==> src/rtl/fft_frame_sched.sv <==
// fft_frame_sched: frame scheduler between the decimated-sample FIFO and the
// AXI-Stream input of the FFT/IFFT core. It waits for enough buffered samples,
// streams FFT_LEN samples per frame with tvalid/tlast, and absorbs tready
// back-pressure in a 2-entry skid buffer. It then inserts an inter-frame gap
// and stops after MAX_FRAMES frames (0 = unlimited).
//
// Optional stall watchdog: define FFT_SCHED_TIMEOUT_EN to enable it.
// Without the macro, stall_err is tied low.
//
// state   | meaning
// --------+-----------------------------------------------------------
// S_IDLE  | post-reset, moves to S_WAIT next cycle
// S_WAIT  | wait for enable, FIFO fill threshold and frame budget
// S_READ  | issue FFT_LEN FIFO reads, throttled by skid-buffer room
// S_DRAIN | all reads issued, stream out remaining beats up to tlast
// S_GAP   | inter-frame idle, GAP_CYCLES down-counter
// S_DONE  | frame budget exhausted, terminal until reset

module fft_frame_sched #(
   parameter int DATA_W      = 48,
   parameter int FFT_LEN     = 512,
   parameter int CNT_W       = 13,
   parameter int FILL_THRESH = 1500,
   parameter int MAX_FRAMES  = 6,
   parameter int GAP_CYCLES  = 3,
   parameter int TIMEOUT     = 4096
) (
   input  logic              SYS_CLK,
   input  logic              SYS_RSTN,
   input  logic              enable,
   input  logic [CNT_W-1:0]  fifo_rd_count,
   input  logic              fifo_empty,
   output logic              fifo_rd_en,
   input  logic [DATA_W-1:0] fifo_dout,
   input  logic              fifo_valid,
   output logic [DATA_W-1:0] m_axis_tdata,
   output logic              m_axis_tvalid,
   output logic              m_axis_tlast,
   input  logic              m_axis_tready,
   output logic [15:0]       frame_cnt,
   output logic              busy,
   output logic              done,
   output logic              stall_err
);

   localparam int IW = $clog2(FFT_LEN + 1);
   localparam int GW = (GAP_CYCLES > 0) ? $clog2(GAP_CYCLES + 1) : 1;
   localparam logic [IW-1:0]    LEN_C    = IW'(FFT_LEN);
   localparam logic [IW-1:0]    LAST_C   = IW'(FFT_LEN - 1);
   localparam logic [GW-1:0]    GAP_C    = GW'(GAP_CYCLES);
   localparam logic [CNT_W-1:0] THRESH_C = CNT_W'(FILL_THRESH);
   localparam logic [15:0]      MAXF_C   = 16'(MAX_FRAMES);

   typedef enum logic [2:0] {
      S_IDLE  = 3'd0,
      S_WAIT  = 3'd1,
      S_READ  = 3'd2,
      S_DRAIN = 3'd3,
      S_GAP   = 3'd4,
      S_DONE  = 3'd5
   } state_t;

   state_t            state_q, state_d;
   logic [IW-1:0]     issued_q, issued_d;
   logic [IW-1:0]     beat_q, beat_d;
   logic [GW-1:0]     gap_q, gap_d;
   logic [15:0]       frame_q, frame_d;
   logic              inflight_q;
   logic [1:0]        occ_q, occ_d;
   logic [DATA_W-1:0] head_q, head_d;
   logic [DATA_W-1:0] tail_q, tail_d;

   logic       pop;
   logic       start_ok;
   logic       limit_hit;
   logic [2:0] lvl;
   logic [2:0] room;

   // AXI-Stream side is driven straight from the skid-buffer head
   assign m_axis_tvalid = (occ_q != 2'd0);
   assign m_axis_tdata  = head_q;
   assign m_axis_tlast  = m_axis_tvalid && (beat_q == LAST_C);
   assign pop           = m_axis_tvalid && m_axis_tready;

   // Reads in flight count against buffer room; a same-cycle pop frees a slot
   assign lvl        = {1'b0, occ_q} + {2'b00, inflight_q};
   assign room       = 3'd2 + {2'b00, pop};
   assign fifo_rd_en = (state_q == S_READ) && !fifo_empty &&
                       (issued_q != LEN_C) && (lvl < room);

   assign start_ok  = enable && (fifo_rd_count >= THRESH_C) &&
                      ((MAX_FRAMES == 0) || (frame_q < MAXF_C));
   assign limit_hit = (MAX_FRAMES != 0) && (frame_q == MAXF_C);

   assign frame_cnt = frame_q;
   assign busy      = (state_q == S_READ) || (state_q == S_DRAIN);
   assign done      = (state_q == S_DONE);

   // Next-state logic and per-frame counters
   always_comb begin
      state_d  = state_q;
      issued_d = issued_q;
      beat_d   = beat_q;
      gap_d    = gap_q;
      frame_d  = frame_q;
      if (fifo_rd_en) begin
         issued_d = issued_q + 1'b1;
      end
      if (pop) begin
         beat_d = beat_q + 1'b1;
      end
      if (pop && m_axis_tlast && (frame_q != 16'hFFFF)) begin
         frame_d = frame_q + 16'd1;
      end
      case (state_q)
         S_IDLE: state_d = S_WAIT;
         S_WAIT: begin
            if (start_ok) begin
               state_d  = S_READ;
               issued_d = '0;
               beat_d   = '0;
            end
         end
         S_READ: begin
            if (fifo_rd_en && (issued_q == LAST_C)) begin
               state_d = S_DRAIN;
            end
         end
         S_DRAIN: begin
            if (pop && m_axis_tlast) begin
               state_d = S_GAP;
               gap_d   = GAP_C;
            end
         end
         S_GAP: begin
            if (gap_q == '0) begin
               state_d = limit_hit ? S_DONE : S_WAIT;
            end else begin
               gap_d = gap_q - 1'b1;
            end
         end
         S_DONE:  state_d = S_DONE;
         default: state_d = S_IDLE;
      endcase
   end

   // Skid buffer: every returning FIFO word is captured; head stays put while stalled
   always_comb begin
      head_d = head_q;
      tail_d = tail_q;
      occ_d  = occ_q;
      case ({fifo_valid, pop})
         2'b10: begin
            if (occ_q == 2'd0) begin
               head_d = fifo_dout;
            end else if (occ_q == 2'd1) begin
               tail_d = fifo_dout;
            end
            if (occ_q != 2'd2) begin
               occ_d = occ_q + 2'd1;
            end
         end
         2'b01: begin
            head_d = tail_q;
            occ_d  = occ_q - 2'd1;
         end
         2'b11: begin
            if (occ_q == 2'd1) begin
               head_d = fifo_dout;
            end else begin
               head_d = tail_q;
               tail_d = fifo_dout;
            end
         end
         default: ;
      endcase
   end

   // State, counters and buffer registers
   always_ff @(posedge SYS_CLK) begin
      if (!SYS_RSTN) begin
         state_q    <= S_IDLE;
         issued_q   <= '0;
         beat_q     <= '0;
         gap_q      <= '0;
         frame_q    <= '0;
         inflight_q <= 1'b0;
         occ_q      <= 2'd0;
         head_q     <= '0;
         tail_q     <= '0;
      end else begin
         state_q    <= state_d;
         issued_q   <= issued_d;
         beat_q     <= beat_d;
         gap_q      <= gap_d;
         frame_q    <= frame_d;
         inflight_q <= fifo_rd_en;
         occ_q      <= occ_d;
         head_q     <= head_d;
         tail_q     <= tail_d;
      end
   end

`ifdef FFT_SCHED_TIMEOUT_EN
   localparam int WW = $clog2(TIMEOUT + 1);
   localparam logic [WW-1:0] TO_C = WW'(TIMEOUT);

   logic [WW-1:0] wd_q, wd_d;
   logic          stall_q, stall_d;

   // Watchdog down-counter: reloads on every accepted beat or when not streaming
   always_comb begin
      wd_d    = wd_q;
      stall_d = stall_q;
      if (!busy || pop) begin
         wd_d = TO_C;
      end else if (wd_q != '0) begin
         wd_d = wd_q - 1'b1;
         if (wd_q == WW'(1)) begin
            stall_d = 1'b1;
         end
      end
   end

   // Watchdog registers; stall flag is sticky until reset
   always_ff @(posedge SYS_CLK) begin
      if (!SYS_RSTN) begin
         wd_q    <= TO_C;
         stall_q <= 1'b0;
      end else begin
         wd_q    <= wd_d;
         stall_q <= stall_d;
      end
   end

   assign stall_err = stall_q;
`else
   logic unused_timeout;
   assign unused_timeout = (TIMEOUT != 0);
   assign stall_err      = 1'b0;
`endif

endmodule

==> config.mk <==
export PLATFORM = sky130hd
export DESIGN_NAME = fft_frame_sched
export DESIGN_NICKNAME = d
export VERILOG_FILES = /design/src/rtl/fft_frame_sched.sv
export SDC_FILE = /design/constraint.sdc
export NUM_CORES = 1
export LEC_CHECK = 0
export ABC_AREA = 0
export BUFFER_PORTS_ARGS = -buffer_cell sky130_fd_sc_hd__buf_4
export CAP_MARGIN = 20
export CORE_ASPECT_RATIO = 0.7
export CORE_MARGIN = 1
export CORE_UTILIZATION = 35
export DETAILED_ROUTE_END_ITERATION = 12
export SYNTH_ARGS = -nofsm -noshare
export SYNTH_HDL_FRONTEND = slang
export SYNTH_SLANG_ARGS = --single-unit
==> constraint.sdc <==
create_clock -name SYS_CLK -period 2.8 [get_ports SYS_CLK]
set_input_delay 0 -clock SYS_CLK [delete_from_list [all_inputs] [get_ports SYS_CLK]]
set_output_delay 0 -clock SYS_CLK [all_outputs]
set_load 0.01 [all_outputs]
==> results.sh, run 1 <==
export IMPL_outcome="complete, no violations"
export IMPL_via_per_inst=5.13
export IMPL_grt_max_degree=105
export IMPL_synth_top_area_frac=0.436
export IMPL_grt_pass1_vias=5748
export IMPL_place_gp_congestion=0.766
export IMPL_fillers=1711
export IMPL_irDropWorstVdd_uv=409
export IMPL_core_sq_um=18000
export IMPL_maxSlewHeadroom=0.505
export IMPL_r2r_end="frame_cnt[14]"
export IMPL_n_antenna_cell=0
export IMPL_die_height_microns=115
export IMPL_ant_nets=0
export IMPL_crit_fanout=19
export IMPL_multi_input_area_sq_um=3310
export IMPL_nets=1057
export IMPL_yosys_warnings=0
export IMPL_slowest_delay_ps=530
export IMPL_fin_cells=1228
export IMPL_antenna_found_initial=0
export IMPL_fin_crit_sh=0.909
export IMPL_synth_seq_cells=140
export IMPL_synth_edf_count=0
export IMPL_path_buf_inv=1
export IMPL_start_kind="flop"
export IMPL_setup_tns_ps=0
export IMPL_yosys_area_top_type="dfxtp_1"
export IMPL_worstPathRequired_ps=3140
export IMPL_cts_resized=0
export IMPL_p_per_area_nw_per_um2=725
export IMPL_grt_total_usage=0.195
export IMPL_cts_made_buffers=17
export IMPL_clkLatencyLatePin_ps=410
export IMPL_arrival_ps=2880
export IMPL_drt_pass1_iterations=5
export IMPL_r2r_cells=7
export IMPL_cts_root_buffer="clkbuf_16"
export IMPL_avgRoutedWirePerCell_microns=14.5
export IMPL_finalCriticalPeriod_ps=2540
export IMPL_synthesis_nets=898
export IMPL_cts_buffer_depth=2
export IMPL_r2r_slack_ps=260
export IMPL_grt_pass1_wl_microns=29500
export IMPL_path_clk_slew_ps=60
export IMPL_worst_slew_pin_slew_ps=741
export IMPL_drcViolationCount=0
export IMPL_critPathSlowestCell="or4_1"
export IMPL_hp_class="in -> reg"
export IMPL_hold_viol=0
export IMPL_initial_utilization=0.357
export IMPL_rsz0062_at_grt="no"
export IMPL_wl_microns=17800
export IMPL_setup_viol=0
export IMPL_cap_violations=0
export IMPL_clock_sinks=140
export IMPL_io_buffer_count=133
export IMPL_critPathTopFamily="simple AND/OR/NAND/NOR gates"
export IMPL_ys_types=54
export IMPL_whs_endpoint="state_q[1]"
export IMPL_postSynthCellCount=820
export IMPL_die_area_sq_um=18900
export IMPL_clock_fmax_mhz=393
export IMPL_syn_area_per_cell_sq_um=7.84
export IMPL_synth_flop_cell="dfxtp_1"
export IMPL_vias=6305
export IMPL_ys_seq_area_frac=0.436
export IMPL_placedCellCount=1145
export IMPL_hold_depth=5
export IMPL_overflow=0
export IMPL_ioPinCount=137
export IMPL_syn2layout_area_growth_pct=38.5
export IMPL_criticalPathCategory="reg -> reg"
export IMPL_die_w_microns=164
export IMPL_drive_gt1_frac=0.196
export IMPL_dp_hpwl_microns=11200
export IMPL_h_tree_depth=4
export IMPL_synth_area_top_cells="dfxtp_1 44%, nand2_1 12%, a222oi_1 5.8%, a21oi_1 5.5%, nor2_1 4.4%"
export IMPL_hp_start="enable"
export IMPL_crit_chain="inv_1 -> ha_1 -> or3b_4 -> nor4_4 -> o21ai_2 -> or4_1 -> a21oi_1"
export IMPL_register_area_sq_um=2800
export IMPL_synth_async_sr_flop_share=0
export IMPL_slew_viol_final=0
export IMPL_p_leak_nw=3.69
export IMPL_cp_end_kind="flop"
export IMPL_netlist_area_sq_um=6430
export IMPL_drtIter0Drc=560
export IMPL_cts_tree="built"
export IMPL_r2r_start="occ_q[0]"
export IMPL_worst_clock_skew_ps=7.73
export IMPL_rows=41
per-layer routing:
layer  wire [microns]  track usage  vias to the layer above
li1                 -            -                     3211
met1             9250        0.289                     2890
met4               90       0.0469                        0
met5                0            0                        -
met3             1080       0.0422                        9
met2             7350        0.283                      195
worst max path at each step:
stage                   from             to  depth (start not counted)
floorplan           occ_q[0]   frame_cnt[7]                          9
global placement    occ_q[0]  frame_cnt[14]                          7
detailed placement  occ_q[0]  frame_cnt[14]                          7
CTS                 occ_q[0]     fifo_rd_en                          8
global route        occ_q[0]   frame_cnt[8]                          7
finish              occ_q[0]  frame_cnt[14]                          7
where the power goes:
part / internal, W / switching, W / leakage [nW]
clock: 0.00181 / 0.000858 / 0.335
sequential: 0.00219 / 0.000119 / 1.14
combinational: 0.000638 / 0.000836 / 2.21
layout make-up:
cell class,instances,share of cell area
Tap cell,236,0.0332
Inverter,18,0.00773
Sequential cell,140,0.315
Clock inverter,10,0.0264
Clock buffer,22,0.0521
Multi-Input combinational cell,599,0.372
Timing Repair Buffer,203,0.194
through the flow:
step	total power [W]	hold WS, ps	utilization	worst slack (ps)	cell area (sq um)
6_report	0.00646	63.3	0.495	256	8910
5_1_grt	0.00682	103	0.495	66.5	8910
4_1_cts	0.00653	49.1	0.495	227	8910
3_5_place_dp	0.00377	261	0.427	303	7700
3_3_place_gp	0.00377	257	0.427	348	7700
2_1_floorplan	0.00318	136	-	417	6430
worst reg2reg max path: cells and delay by family, from the launching register on:
family	cells	cell delay (ps)
and+or+nand+nor	3	1330
AOI/OAI and AO/OA	2	430
DFF	1	400
adders and majority gates	1	230
buffers and inverters	1	80
layout by cell type (no fill, tap or decap), types with 19 or more instances in the layout:
| master | count |
|---|---|
| dlygate4sd3_1 | 51 |
| a222oi_1 | 37 |
| dfxtp_1 | 140 |
| buf_4 | 146 |
| or3_1 | 19 |
| nor2_1 | 74 |
| nand2_1 | 201 |
| a21oi_1 | 71 |
| nand3_1 | 51 |
cells in the mapped netlist, types with 6 or more instances:
master,n
a21oi_1,71
a222oi_1,37
clkbuf_1,54
dfxtp_1,140
ha_1,11
inv_1,17
nand2_1,201
nand2b_1,6
nand3_1,52
nor2_1,75
nor3_1,6
o21ai_0,17
o221ai_1,11
o31ai_1,6
or3_1,19
or4_1,6
xnor2_1,9
xor2_1,12
sequential cells by signal, indices dropped and copies added (netlist names), 2 cells and up:
name          count
m_axis_tdata     48
tail_q           48
frame_cnt        16
beat_q           10
issued_q         10
state_q           3
gap_q             2
occ_q             2
what timing repair did:
item                      CTS  global route
hold buffers               51             0
hold endpoints to repair  104             0
buffers inserted            0             0
cells by family after synthesis:
family / count (synthesis) / synth area share
AOI/OAI and AO/OA: 162 / 0.176
xor gates and xnor gates: 21 / 0.0286
adders and majority gates: 11 / 0.0214
buffers and inverters: 81 / 0.0506
DFF: 140 / 0.436
muxes: 5 / 0.00778
other: 1 / 0.000583
and+or+nand+nor: 399 / 0.279
Power figures use the tool's default switching activity.
==> run 2: changes to the inputs <==
Settings changed: MAX_ROUTING_LAYER from default to met4.
==> results.sh, run 2 (synthesized netlist as in run 1, its figures left out) <==
export IMPL_placed_cell_area_sq_um=7700
export IMPL_grt_total_usage=0.201
export IMPL_drcViolationCount=0
export IMPL_clock_sinks=140
export IMPL_fin_area_sq_um=8910
export IMPL_crit_fanout=19
export IMPL_r2r_end="frame_cnt[14]"
export IMPL_final_common_cell="nand2_1"
export IMPL_drtIter0Drc=584
export IMPL_hp_class="in -> reg"
export IMPL_syn2layout_area_growth_pct=38.5
export IMPL_core_sq_um=18000
export IMPL_post_cts_buffers=0
export IMPL_via_per_inst=5.14
export IMPL_wl_microns=17800
export IMPL_clock_fmax_mhz=393
export IMPL_hold_slack_ps=62.9
export IMPL_initial_utilization=0.357
export IMPL_avgRoutedWirePerCell_microns=14.5
export IMPL_h_tree_depth=4
export IMPL_criticalPathCategory="reg -> reg"
export IMPL_drive_gt1_frac=0.196
export IMPL_start_kind="flop"
export IMPL_outcome="complete, no violations"
export IMPL_r2r_slack_ps=260
export IMPL_place_gp_congestion=0.776
export IMPL_hold_depth=5
export IMPL_cts_buffer_depth=2
export IMPL_whs_endpoint="state_q[1]"
export IMPL_irDropWorstVdd_uv=411
export IMPL_placedCellCount=1145
export IMPL_final_core_util=0.495
export IMPL_grt_pass1_vias=5735
export IMPL_most_common_layout_cells="201 x nand2_1, 146 x buf_4, 140 x dfxtp_1, 74 x nor2_1, 71 x a21oi_1"
export IMPL_fillers=1711
export IMPL_setup_viol=0
export IMPL_hp_start="enable"
export IMPL_nets=1057
export IMPL_r2r_cells=7
export IMPL_cts_root_buffer="clkbuf_16"
export IMPL_dp_hpwl_microns=11200
export IMPL_n_antenna_cell=0
export IMPL_p_leak_nw=3.69
export IMPL_worst_slew_pin_slew_ps=752
export IMPL_r2r_start="occ_q[0]"
export IMPL_p_per_area_nw_per_um2=725
export IMPL_cts_made_buffers=17
export IMPL_fin_cells=1228
export IMPL_grt_max_degree=105
export IMPL_path_clk_slew_ps=60
export IMPL_setup_tns_ps=0
export IMPL_rsz0062_at_grt="no"
export IMPL_clkLatencyLatePin_ps=410
export IMPL_worst_clock_skew_ps=6.88
export IMPL_cts_tree="built"
export IMPL_overflow=0
export IMPL_rows=41
export IMPL_io_buffer_count=133
export IMPL_arrival_ps=2890
export IMPL_die_height_microns=115
export IMPL_cts_resized=0
export IMPL_vias=6318
export IMPL_fin_crit_sh=0.909
export IMPL_finalCriticalPeriod_ps=2540
export IMPL_drt_pass1_iterations=5
export IMPL_ioPinCount=137
export IMPL_die_area_sq_um=18900
export IMPL_grt_pass1_wl_microns=29500
export IMPL_die_w_microns=164
export IMPL_ant_nets=0
export IMPL_slew_viol_final=0
export IMPL_antenna_found_initial=0
export IMPL_cap_violations=0
export IMPL_worstPathRequired_ps=3140
export IMPL_maxSlewHeadroom=0.498
export IMPL_cp_end_kind="flop"
export IMPL_hold_viol=0
export IMPL_register_area_sq_um=2800
export IMPL_multi_input_area_sq_um=3310
-- run 2: through the flow --
step           total power, W  worst slack (ps)
2_1_floorplan         0.00318               417
5_1_grt               0.00682              66.9
3_5_place_dp          0.00377               303
6_report              0.00646               255
4_1_cts               0.00653               227
3_3_place_gp          0.00377               348
-- run 2: critical path: stages (launching register included) --
cell and delay (ps):
dfxtp_1 400, inv_1 80, ha_1 220, or3b_4 420, nor4_4 380, o21ai_2 290
or4_1 530, a21oi_1 140
-- run 2: repair_timing --
item	in CTS	in global routing
endpoints found under the hold margin	104	0
hold buffers	51	0
setup endpoints to repair	0	0
-- run 2: how the worst max path moves through the flow --
stage	from	depth (start not counted)	to	slack, ps
finish	occ_q[0]	7	frame_cnt[14]	260
global route	occ_q[0]	7	frame_cnt[8]	70
CTS	occ_q[0]	8	fifo_rd_en	230
detailed placement	occ_q[0]	7	frame_cnt[14]	300
global placement	occ_q[0]	7	frame_cnt[14]	350
floorplan	occ_q[0]	9	frame_cnt[7]	420
-- run 2: where the power goes --
group	internal [W]	leakage (nW)	switching [W]
combinational	0.000638	2.21	0.000835
clock	0.00181	0.335	0.000860
sequential	0.00219	1.14	0.000119
-- run 2: metal layers --
metal / routed length, microns / share of wire / global-route usage / vias up
li1: - / - / - / 3215
met1: 9390 / 0.53 / 0.291 / 2905
met2: 7270 / 0.41 / 0.283 / 186
met3: 974 / 0.055 / 0.0408 / 12
met4: 131 / 0.0074 / 0.0469 / 0
met5: 0 / 0 / - / -
-- run 2: area by class of cell --
cell class,count,share of cell area
Sequential cell,140,0.315
Inverter,18,0.00773
Multi-Input combinational cell,599,0.372
Timing Repair Buffer,203,0.194
Clock buffer,22,0.0521
Tap cell,236,0.0332
Clock inverter,10,0.0264
==> run 3: changes to the inputs <==
Settings changed: CORE_ASPECT_RATIO 0.7 to 0.75.
==> results.sh, run 3 (synthesized netlist as in run 1, its figures left out) <==
export IMPL_critPathTopFamily="compound AO/OA/AOI/OAI gates"
export IMPL_setup_viol=0
export IMPL_dp_hpwl_microns=11600
export IMPL_comb_power_share=0.251
export IMPL_fin_crit_sh=0.914
export IMPL_rsz0062_at_grt="no"
export IMPL_power_share_clock=0.357
export IMPL_die_area_sq_um=18900
export IMPL_pwr_share_seq=0.392
export IMPL_n_antenna_cell=0
export IMPL_cts_root_buffer="clkbuf_16"
export IMPL_h_tree_depth=4
export IMPL_nets=1055
export IMPL_crit_chain="inv_1 -> ha_1 -> buf_4 -> or3b_1 -> a211o_1 -> a41o_1 -> inv_1 -> buf_4"
export IMPL_cts_buffer_depth=2
export IMPL_multi_input_area_sq_um=3310
export IMPL_path_buf_inv=4
export IMPL_p_per_area_nw_per_um2=677
export IMPL_drcViolationCount=0
export IMPL_cts_made_buffers=17
export IMPL_hold_depth=5
export IMPL_most_common_layout_cells="201 x nand2_1, 146 x buf_4, 140 x dfxtp_1, 74 x nor2_1, 71 x a21oi_1"
export IMPL_drt_pass1_iterations=5
export IMPL_io_buffer_count=133
export IMPL_initial_utilization=0.361
export IMPL_grt_total_usage=0.206
export IMPL_worst_slew_pin_slew_ps=981
export IMPL_wl_microns=18600
export IMPL_r2r_slack_ps=250
export IMPL_switching_share=0.307
export IMPL_cts_resized=0
export IMPL_setup_tns_ps=0
export IMPL_place_gp_congestion=0.792
export IMPL_hold_viol=0
export IMPL_die_w_microns=159
export IMPL_slowest_delay_ps=430
export IMPL_p_switching_w=0.00181
export IMPL_overflow=0
export IMPL_r2r_start="occ_q[0]"
export IMPL_register_area_sq_um=2800
export IMPL_drtIter0Drc=549
export IMPL_clkLatencyLatePin_ps=420
export IMPL_maxSlewHeadroom=0.346
export IMPL_core_sq_um=17800
export IMPL_fillers=1719
export IMPL_placed_cell_area_sq_um=7660
export IMPL_whs_endpoint="state_q[1]"
export IMPL_rows=42
export IMPL_grt_pass1_vias=5874
export IMPL_r2r_end="frame_cnt[14]"
export IMPL_irDropWorstVdd_uv=349
export IMPL_syn2layout_area_growth_pct=35.5
export IMPL_worst_clock_skew_ps=9.79
export IMPL_antenna_found_initial=0
export IMPL_grt_max_degree=51
export IMPL_internal_power_w=0.00409
export IMPL_p_leak_nw=3.59
export IMPL_ioPinCount=137
export IMPL_clock_sinks=140
export IMPL_worstPathRequired_ps=2800
export IMPL_finalCriticalPeriod_ps=2560
export IMPL_die_height_microns=119
export IMPL_cap_violations=0
export IMPL_slew_viol_final=0
export IMPL_post_cts_buffers=0
export IMPL_crit_fanout=18
export IMPL_vias=6408
export IMPL_arrival_ps=2560
export IMPL_via_per_inst=5.21
export IMPL_hp_start="enable"
export IMPL_outcome="complete, no violations"
export IMPL_cts_tree="built"
export IMPL_ant_nets=0
export IMPL_avgRoutedWirePerCell_microns=15.1
export IMPL_criticalPathCategory="reg -> out"
export IMPL_r2r_cells=7
export IMPL_start_kind="flop"
export IMPL_cp_end_kind="output pin"
export IMPL_hold_slack_ps=64.7
export IMPL_hp_class="in -> reg"
export IMPL_critPathSlowestCell="or3b_1"
export IMPL_grt_pass1_wl_microns=29900
export IMPL_fin_area_sq_um=8720
export IMPL_final_common_cell="nand2_1"
export IMPL_drive_gt1_frac=0.194
export IMPL_clock_fmax_mhz=391
export IMPL_path_clk_slew_ps=50
-- run 3: tightest hold or removal path, cell delays in order --
cell	delay [ps]
buf_4	110
nand2_1	40
a211oi_1	60
a31oi_1	160
nor3_1	50
-- run 3: worst max path at each step --
stage / startpoint / end / slack [ps] / depth (start not counted)
finish: occ_q[0] / fifo_rd_en / 240 / 8
floorplan: occ_q[0] / frame_cnt[7] / 420 / 9
global route: occ_q[0] / frame_cnt[5] / 100 / 8
detailed placement: occ_q[0] / frame_cnt[14] / 270 / 7
CTS: occ_q[0] / fifo_rd_en / 210 / 8
global placement: occ_q[0] / frame_cnt[8] / 320 / 7
-- run 3: layout make-up --
type,count,area share
clock buffers,22,0.0544
multi-input cells,599,0.380
clock inverters,7,0.00775
repair buffers,201,0.193
well taps,242,0.0347
flip-flops and latches,140,0.322
inverters,18,0.00789
-- run 3: routing by layer --
metal,GRT usage,wire length [microns]
met1,0.285,9390
met2,0.302,8120
met3,0.0466,891
met4,0.0535,150
met5,-,0
-- run 3: power by group through the flow --
stage,clock network (W),registers (W),logic [W]
6_report,0.00211,0.00231,0.00148
5_1_grt,0.00225,0.00234,0.00164
4_1_cts,0.00216,0.00231,0.00149
3_5_place_dp,0,0.00235,0.00142
3_3_place_gp,0,0.00235,0.00141
2_1_floorplan,0,0.00238,0.000804
-- run 3: repair_timing --
action	in CTS	in global routing
hold buffers	51	0
hold endpoints to repair	104	0
endpoints found under the setup margin	0	0
-- run 3: through the flow --
step / power [W] / std cells / setup slack (ps) / util
global route: 0.00623 / 1229 / 95.6 / 0.489
finish: 0.00591 / 1229 / 242 / 0.489
detailed placement: 0.00378 / 1149 / 268 / 0.430
global placement: 0.00377 / 1149 / 323 / 0.430
floorplan: 0.00318 / 820 / 417 / -
CTS: 0.00596 / 1229 / 208 / 0.489
